==> src/rtl/alarm_pkg.sv <==
// Shared definitions for the multi-zone alarm controller.
//   state_t    : FSM state encoding
//   SEL_*      : timer load-value select codes
//   zone_delay : extracts one zone's delay field from the packed delay bus
package alarm_pkg;

  typedef enum logic [2:0] {
    ST_DISARMED   = 3'd0,
    ST_WAIT_OPEN  = 3'd1,
    ST_WAIT_CLOSE = 3'd2,
    ST_ARMING     = 3'd3,
    ST_ARMED      = 3'd4,
    ST_ENTRY      = 3'd5,
    ST_SOUNDING   = 3'd6,
    ST_HOLD       = 3'd7
  } state_t;

  localparam logic [1:0] SEL_ARM   = 2'd0;
  localparam logic [1:0] SEL_ZONE  = 2'd1;
  localparam logic [1:0] SEL_ALARM = 2'd2;

  // Upper bounds for the generic extractor; N_ZONES*TW must fit in ZBUS_W
  // and TW must not exceed DLY_W.
  localparam int ZBUS_W = 256;
  localparam int DLY_W  = 16;

  // Field idx of width tw from a packed bus, zero-extended to DLY_W.
  function automatic logic [DLY_W-1:0] zone_delay(input logic [ZBUS_W-1:0] bus,
                                                  input int idx, input int tw);
    logic [ZBUS_W-1:0] s;
    logic [DLY_W-1:0]  mask;
    s    = bus >> (idx * tw);
    mask = (DLY_W'(1) << tw) - DLY_W'(1);
    return s[DLY_W-1:0] & mask;
  endfunction

endpackage

==> src/rtl/alarm_timer.sv <==
// Down-counter with prescaler shared by the arm, entry and siren-hold delays.
//   clock, reset : clock / async active-low reset
//   clear        : abandon any count in progress
//   load, value  : start a count of max(value,1) ticks (prescaler restarts)
//   expired      : high in the cycle before the final tick edge, so the
//                  consumer changes state exactly on that edge
module alarm_timer #(
  parameter int TW       = 4,
  parameter int PRESCALE = 1
) (
  input  logic          clock,
  input  logic          reset,
  input  logic          clear,
  input  logic          load,
  input  logic [TW-1:0] value,
  output logic          expired
);

  localparam int PW = (PRESCALE > 1) ? $clog2(PRESCALE) : 1;

  logic [TW-1:0] r_cnt;
  logic [PW-1:0] r_pre;
  logic          w_tick;

  assign w_tick  = (r_pre == PW'(PRESCALE - 1));
  // r_cnt==0 means idle, so a finished count cannot re-fire.
  assign expired = (r_cnt == TW'(1)) && w_tick;

  always_ff @(posedge clock or negedge reset) begin
    if (!reset) begin
      r_cnt <= '0;
      r_pre <= '0;
    end else if (load) begin
      r_cnt <= (value == '0) ? TW'(1) : value;
      r_pre <= '0;
    end else if (clear) begin
      r_cnt <= '0;
      r_pre <= '0;
    end else if (r_cnt != '0) begin
      r_pre <= w_tick ? '0 : r_pre + PW'(1);
      if (w_tick) r_cnt <= r_cnt - TW'(1);
    end
  end

endmodule

==> src/rtl/alarm_controller_nz.sv <==
// Multi-zone anti-theft alarm with fuel-pump immobiliser.
//   clock, reset            : clock / async active-low reset
//   ignition, zone_open     : key state and per-zone door contacts (zone 0 = driver)
//   switch, pedal           : hidden-switch / brake-pedal immobiliser release
//   T_ARM_DELAY, T_ZONE_DELAY, T_ALARM_ON : delays in timer ticks
//   set, siren, fuel_pump   : registered status / actuator drives
//   alarm_zone              : lowest open zone when the last entry started
module alarm_controller_nz
  import alarm_pkg::*;
#(
  parameter int N_ZONES  = 4,
  parameter int TW       = 4,
  parameter int PRESCALE = 1,
  localparam int ZW      = (N_ZONES > 1) ? $clog2(N_ZONES) : 1
) (
  input  logic                  clock,
  input  logic                  reset,
  input  logic                  ignition,
  input  logic [N_ZONES-1:0]    zone_open,
  input  logic                  switch,
  input  logic                  pedal,
  input  logic [TW-1:0]         T_ARM_DELAY,
  input  logic [N_ZONES*TW-1:0] T_ZONE_DELAY,
  input  logic [TW-1:0]         T_ALARM_ON,
  output logic                  set,
  output logic                  siren,
  output logic                  fuel_pump,
  output logic [ZW-1:0]         alarm_zone
);

  state_t        r_state, w_next;
  logic          r_set, r_siren, r_fuel;
  logic [ZW-1:0] r_zone;

  logic          w_any, w_load, w_latch, w_expired;
  logic [1:0]    w_sel;
  logic [ZW-1:0] w_idx;
  logic [TW-1:0] w_zone_dly, w_value;

  assign w_any = |zone_open;

  // Lowest open zone wins.
  always_comb begin
    w_idx = '0;
    for (int i = N_ZONES - 1; i >= 0; i--)
      if (zone_open[i]) w_idx = ZW'(i);
  end

  assign w_zone_dly = TW'(zone_delay(ZBUS_W'(T_ZONE_DELAY), int'(w_idx), TW));

  always_comb begin
    w_next  = r_state;
    w_load  = 1'b0;
    w_latch = 1'b0;
    w_sel   = SEL_ARM;
    if (ignition) begin
      w_next = ST_DISARMED;
    end else begin
      case (r_state)
        ST_DISARMED:   w_next = ST_WAIT_OPEN;
        ST_WAIT_OPEN:  if (zone_open[0]) w_next = ST_WAIT_CLOSE;
        ST_WAIT_CLOSE: if (!zone_open[0]) begin
                         w_next = ST_ARMING;
                         w_load = 1'b1;
                         w_sel  = SEL_ARM;
                       end
        // An opening door beats a simultaneous expiry.
        ST_ARMING:     if (w_any)          w_next = ST_WAIT_CLOSE;
                       else if (w_expired) w_next = ST_ARMED;
        ST_ARMED:      if (w_any) begin
                         w_next  = ST_ENTRY;
                         w_load  = 1'b1;
                         w_sel   = SEL_ZONE;
                         w_latch = 1'b1;
                       end
        // Closing the door does not cancel an entry; only ignition does.
        ST_ENTRY:      if (w_expired) w_next = ST_SOUNDING;
        ST_SOUNDING:   if (!w_any) begin
                         w_next = ST_HOLD;
                         w_load = 1'b1;
                         w_sel  = SEL_ALARM;
                       end
        ST_HOLD:       if (w_any)          w_next = ST_SOUNDING;
                       else if (w_expired) w_next = ST_ARMED;
        default:       w_next = ST_DISARMED;
      endcase
    end
  end

  always_comb begin
    case (w_sel)
      SEL_ZONE:  w_value = w_zone_dly;
      SEL_ALARM: w_value = T_ALARM_ON;
      default:   w_value = T_ARM_DELAY;
    endcase
  end

  alarm_timer #(.TW(TW), .PRESCALE(PRESCALE)) u_timer (
    .clock   (clock),
    .reset   (reset),
    .clear   (ignition),
    .load    (w_load),
    .value   (w_value),
    .expired (w_expired)
  );

  // Outputs are decoded from the next state so they move with the state.
  always_ff @(posedge clock or negedge reset) begin
    if (!reset) begin
      r_state <= ST_DISARMED;
      r_set   <= 1'b0;
      r_siren <= 1'b0;
      r_fuel  <= 1'b0;
      r_zone  <= '0;
    end else begin
      r_state <= w_next;
      r_set   <= (w_next inside {ST_ARMED, ST_ENTRY, ST_SOUNDING, ST_HOLD});
      r_siren <= (w_next inside {ST_SOUNDING, ST_HOLD});
      if (w_latch) r_zone <= w_idx;
      // Immobiliser is independent of the alarm FSM.
      if (!ignition)           r_fuel <= 1'b0;
      else if (switch && pedal) r_fuel <= 1'b1;
    end
  end

  assign set        = r_set;
  assign siren      = r_siren;
  assign fuel_pump  = r_fuel;
  assign alarm_zone = r_zone;

endmodule

==> config.mk <==
export PLATFORM = sky130hd
export DESIGN_NAME = alarm_controller_nz
export DESIGN_NICKNAME = d
export VERILOG_FILES = /design/src/rtl/alarm_pkg.sv /design/src/rtl/alarm_timer.sv /design/src/rtl/alarm_controller_nz.sv
export SDC_FILE = /design/constraint.sdc
export NUM_CORES = 1
export LEC_CHECK = 0
export BUFFER_PORTS_ARGS = -buffer_cell sky130_fd_sc_hd__buf_2
export CAP_MARGIN = 10
export CORE_MARGIN = 4
export CORE_UTILIZATION = 51
export DETAILED_ROUTE_END_ITERATION = 8
export GPL_TIMING_DRIVEN = 0
export PLACE_DENSITY = 0.9
export RECOVER_POWER = 100
export SLEW_MARGIN = 15
export SYNTH_ARGS = -nofsm -noshare
export SYNTH_HDL_FRONTEND = slang
export SYNTH_HIERARCHICAL = 1
export SYNTH_SLANG_ARGS = --single-unit
==> constraint.sdc <==
create_clock -name clock -period 5.35 [get_ports clock]
set_clock_uncertainty 0.1 [all_clocks]
set_input_delay 0 -clock clock [delete_from_list [all_inputs] [get_ports clock]]
set_output_delay 0 -clock clock [all_outputs]
set_load 0.02 [all_outputs]
# Yosys cells after proc, flatten, opt, wreduce, memory -nomap -nowiden
# Index checks and enable logic that the tools add are counted.
word_totals:
  ff_bits: 13
  in_bits: 33
  elab_cells: 74
classes:
  add_sub_neg: 2
  eq_ne: 16
  shifts: 1
  mux: 37
  n_bitwise: 1
  reduce_logical: 10
op_table:
  columns: ["op", "n"]
  rows:
  - ["2-to-1 mux 3 bit", 9]
  - ["== test 3 bit, second input constant", 8]
  - ["one-hot mux 3 bit (8 select lines)", 1]
  - ["2-to-1 mux 4 bit", 5]
  - ["right shift 16 x 4 -> 4 bit", 1]
  - ["2-to-1 mux 1 bit", 13]
  - ["2-to-1 mux 2 bit", 6]
  - ["one-hot mux 4 bit (2 select lines)", 1]
  - ["nonzero test 4 bit", 2]
  - ["== test 3 x 2 -> 1 bit, second input constant", 2]
  - ["== test 4 x 1 -> 1 bit, second input constant", 1]
  - ["logical NOT 4 bit", 1]
  - ["one-hot mux 2 bit (2 select lines)", 1]
  - ["OR reduction 4 bit", 1]
  - ["subtractor 4 x 1 -> 4 bit, second input constant", 1]
  - ["== test 3 x 1 -> 1 bit, second input constant", 1]
  - ["logical NOT 3 bit", 1]
  - ["!= test 3 x 2 -> 1 bit, second input constant", 1]
  - ["one-hot mux 1 bit (3 select lines)", 1]
  - ["nonzero test 3 bit", 1]
  - ["== test 2 x 1 -> 1 bit, second input constant", 1]
  - ["== test 2 bit, second input constant", 1]
  - ["logical AND 1 bit", 2]
  - ["!= test 2 x 1 -> 1 bit, second input constant", 1]
  - ["other kinds (4)", 4]

# Depth between registers and ports, before layout
logic_depth:
  word_depth: 9
  depth_mapped: 11

# By module
# Netlist, hierarchy kept.
modules_own_cells:
  columns: ["module", "n_inst", "cells_each", "area_each_um2"]
  rows:
  - ["alarm_controller_nz", 1, 79, 678.2]
  - ["alarm_timer", 1, 28, 271.5]

# Least setup slack after synthesis
# Ideal clock, no wire load.
synth_path:
  path_kind: "reg-to-reg"
  start: "reg r_state[1]"
  end: "reg u_timer.r_cnt[0]"
  setup_time_ps: 125
  t_arrival_ps: 2501
  t_required_ps: 5125
  setup_slack_ps: 2623
  path_stages_with_launch: 11
  synth_period_minus_slack_ps: 2727
  path_cell_list: "dfrtp_1 -> clkbuf_1 -> nor3_1 -> nand2_1 -> ha_1 -> nor2b_1 -> or3b_2 -> o221ai_1 -> nor3_1 -> o21ai_0 -> a2bb2oi_1"
synth_between:
  elab_chain_cells: 8
  word_cells_on_any_way: 16
  cone_classes: "eq/ne (6); mux (7); reduce/logical (3)"
synth_rtl:
  columns: ["item", "line_no", "source"]
  rows:
  - ["from (decl)", "alarm_controller_nz.sv:31", "state_t r_state, w_next;"]
  - ["from (signal assigned)", "alarm_controller_nz.sv:116", "r_state <= w_next;"]
  - ["== test 3 bit", "alarm_controller_nz.sv:59", "case (r_state)"]
  - ["one-hot mux 2 bit (2 select lines) *", "alarm_controller_nz.sv:59", null]
  - ["2-to-1 mux 2 bit *", "alarm_controller_nz.sv:56", "if (ignition) begin"]
  - ["== test 2 bit or == test 2 x 1 -> 1 bit (tied branches)", "alarm_controller_nz.sv:91", "case (w_sel)"]
  - ["one-hot mux 4 bit (2 select lines) *", "alarm_controller_nz.sv:91", null]
  - ["via w_value[1]", "alarm_controller_nz.sv:38", "logic [TW-1:0] w_zone_dly, w_value;"]
  - ["logical NOT 4 bit *", "alarm_timer.sv:34", "r_cnt <= (value == '0) ? TW'(1) : value;"]
  - ["2-to-1 mux 4 bit *", "alarm_timer.sv:34", null]
  - ["2-to-1 mux 4 bit *", "alarm_timer.sv:33", "end else if (load) begin"]
  - ["to (signal assigned)", "alarm_timer.sv:34", null]
  - ["to (signal assigned)", "alarm_timer.sv:41", "if (w_tick) r_cnt <= r_cnt - TW'(1);"]
  - ["to (decl)", "alarm_timer.sv:21", "logic [TW-1:0] r_cnt;"]
# The timed path passes the listed nets; every way through them passes the cells marked *.
# A chain may end at the register's enable or synchronous reset.

# Final worst setup path
# Ends and elaborated chain as after synthesis.

==> results.py <==
metrics = {
    "global_route": {
        "gr-usage-met3_pct": 2.92,
        "grt_max_degree": 13,
        "grt.busiest_layer": "met2",
        "grt_overflow_total": 0,
        "track_usage_pct": 19.6,
        "grt_pass1_vias": 930,
        "grt_antenna_before_repair": 0,
        "grt.met1_usage_pct": 20.9,
        "gr-usage-met2_pct": 35.6,
        "grt_first_pass_wirelength_um": 3800,
    },
    "cts": {
        "cts_tree": "done",
        "htreeDepth": 1,
        "cts-root-buf": "clkbuf_4",
        "cts.reportedPaths.clkPinSlew_ns": 0.07,
        "cts_setup_buffers": 0,
        "clkLatencyLatePin_ns": 0.28,
        "clk_path_buf_depth": 2,
        "clock-sinks": 12,
        "cts_buffers": 3,
    },
    "synthesis": {
        "synthMuxAreaShare_pct": 10.5,
        "synth.distinct_cells": 41,
        "avgSynthCellArea_um2": 8.88,
        "synthesis.area_um2": 950,
        "synthXorXnorAreaFrac_pct": 0.922,
        "synthFlopType": "dfrtp_1",
        "syn_inst": 107,
        "synth_edf_count": 0,
        "synth.area.top_cells": "dfrtp_1, mux2i_1, ha_1, a21oi_1, o221ai_1",
        "synth-simple-area-share_pct": 23.1,
        "ys_seq_area_share_pct": 31.6,
        "synthesis.nets": 144,
        "synth_compound_area_share_pct": 24.2,
        "synth-seq-cells": 12,
        "synth.top_cell.area_share_pct": 31.6,
        "synthArstFlopShare_pct": 100,
        "synth_fa_ha_area_share_pct": 5.27,
        "ys_warn_count": 6,
        "synth_top_family_by_area": "compound AO/OA/AOI/OAI gates",
        "synth_area_leader_cell": "dfrtp_1",
    },
    "sta": {
        "post-route-min-period_ns": 3.03,
        "finalSetupViolCount": 0,
        "fmax_ghz": 0.330,
        "slew_headroom_pct": 45.7,
        "drv_slew": 0,
        "finalSetupTns_ns": 0,
        "max_slew.worst_pin.slew_ns": 0.809,
        "setup_ws_ns": 2.32,
        "holdWs_ns": 0.00620,
        "rsz0062_at_grt": "no",
        "post-route-period-util_pct": 56.6,
        "hold_viol": 0,
    },
    "critical_path": {
        "crit_required_ns": 5.41,
        "critPathLaunchType": "flip-flop",
        "cp.arrival_ns": 3.09,
        "r2r_setup_slack_ns": 2.32,
        "end_kind": "flip-flop",
        "worstPathMaxFanout": 10,
        "critical_path_class": "flip-flop to flip-flop",
    },
    "power": {
        "p_leak_nw": 0.548,
        "power_frac_clock_pct": 18.7,
        "netSwitchingFraction_pct": 36.7,
        "powerDensity_nw_per_um2": 242,
        "seq_power_share_pct": 41.3,
        "ir_drop_mv": 0.113,
        "p_sw_mw": 0.109,
        "p_int_mw": 0.189,
        "combPwrFrac_pct": 40.0,
    },
    "floorplanning": {
        "ios": 38,
        "rows": 15,
        "initial_utilization_pct": 54.4,
        "core_area_um2": 1750,
        "die_h_um": 51.2,
        "fp.dieW_um": 51.2,
        "fp.dieArea_um2": 2620,
    },
    "min_path": {
        "min_path_type": "input port to flip-flop",
    },
    "status": {
        "outcome": "complete, no violations",
    },
    "cells_and_area": {
        "antenna_cells": 0,
        "drive_above_1_share_pct": 28.3,
        "instances_no_fill": 177,
        "fin_util_pct": 70.6,
        "nets": 191,
        "fillers": 152,
        "area_growth_pct": 29.8,
    },
    "drt": {
        "vias": 1010,
        "antenna_left": 0,
        "wl_per_cell_um": 13.2,
        "drt_iter0_drc": 24,
        "drc": 0,
        "drt-total-wl_um": 2330,
        "first_pass_iters": 4,
        "vias_per_cell": 5.71,
    },
    "placed_design": {
        "io_buffers": 36,
        "dpl.hpwl_um": 1830,
        "preCtsSetupSlack_ns": 2.36,
        "gp_congestion": 0.823,
        "dpl.cell_count": 168,
    },
    "flow_run": {
        "drv_cap": 0,
    },
}
## Yosys cell counts (all sizes together), types with 3 or more instances
library cell   n
nor4           3
o221ai         4
inv            6
mux2i         10
nand2          8
nor2           9
nand3          3
dfrtp         12
ha             4
nor3           6
nor2b          3
o21ai          6
a22oi          3
a21oi          8
## metal layers
metal	wire length (um)	vias up
li1	-	494
met2	1130	55
met4	64	0
met5	0	-
met1	926	454
met3	203	7
## cell families (layout without fill, tap and decap cells)
kind of cell / Yosys count / after routing
AOI/OAI and AO/OA: 32 / 32
xor gates and xnor gates: 1 / 1
adders and majority gates: 4 / 4
buffers and inverters: 9 / 54
DFF: 12 / 12
muxes: 10 / 10
and+or+nand+nor: 39 / 39
## power groups by stage
stage               combinational [mW]  sequential [mW]  clock (mW)
floorplan                       0.0822            0.122           0
global placement                 0.109            0.123           0
detailed placement               0.116            0.125           0
CTS                              0.120            0.123      0.0567
global route                     0.131            0.125      0.0613
finish                           0.119            0.123      0.0557
## cell usage in the layout, fill, tap and decap left out, drive strengths merged
master       instances
a2111oi              1
a21boi               2
a21oi                8
a22o                 1
a22oi                3
a2bb2oi              1
a31oi                1
and2                 1
buf                 32
clkbuf              10
dfrtp               12
dlygate4sd3          6
ha                   4
inv                  6
mux2i               10
nand2                8
nand2b               1
nand3                3
nand4                1
nor2                 9
nor2b                3
nor3                 6
nor4                 3
o21a                 2
o21ai                6
o221a                1
o221ai               4
o31a                 1
o41ai                1
or2b                 1
or3                  1
or3b                 1
or4                  1
xnor2                1
## path summary, 6_finish.rpt
path | start | to | depth (start not counted)
setup / recovery | r_state[1]$_DFF_PN0_ | u_timer/r_cnt[0]$_DFFE_PN0P_ | 10
hold / removal | zone_open[1] | alarm_zone[0]$_DFFE_PN0P_ | 2
min in group asynchronous | reset | r_state[1]$_DFF_PN0_ | 2
max in group asynchronous | reset | u_timer/r_cnt[2]$_DFFE_PN0P_ | 2
hold reg to reg | alarm_zone[1]$_DFFE_PN0P_ | alarm_zone[1]$_DFFE_PN0P_ | 1
setup reg to reg | r_state[1]$_DFF_PN0_ | u_timer/r_cnt[0]$_DFFE_PN0P_ | 10
## layout make-up
class	instances	area (um^2)	area share, %
Tap cell	25	31.3	2.54
Sequential cell	12	300	24.4
Timing Repair Buffer	42	233	18.9
Clock buffer	3	22.5	1.83
Inverter	6	22.5	1.83
Multi-Input combinational cell	86	604	49.0
Buffer	3	18.8	1.52
## stage by stage
| stage | power, mW | instance area [um^2] |
|---|---|---|
| 4_1_cts | 0.300 | 1240 |
| 3_5_place_dp | 0.241 | 1160 |
| 3_3_place_gp | 0.232 | 1160 |
| 2_1_floorplan | 0.205 | 950 |
| 6_report | 0.298 | 1230 |
| 5_1_grt | 0.318 | 1230 |
## registers in the layout, indices dropped and copies added, names as in the netlist
signal / count
set: 1
siren: 1
r_state: 3
u_timer/r_cnt: 4
alarm_zone: 2
fuel_pump: 1
## timing repair
action                     CTS  global route
hold endpoints to repair    19             0
setup endpoints to repair    0             0
resized for setup            0             0
hold buffers                 6             0
## critical path, cell delays in order (launching register included)
cell	delay [ns]
dfrtp_1	0.37
clkbuf_1	0.21
nor3_1	0.46
nand2_1	0.14
ha_1	0.40
nor2b_1	0.16
or3b_2	0.51
o221ai_1	0.23
nor3_1	0.09
o21ai_0	0.16
a2bb2oi_1	0.09
No activity file was read; power rests on OpenSTA's default activity.
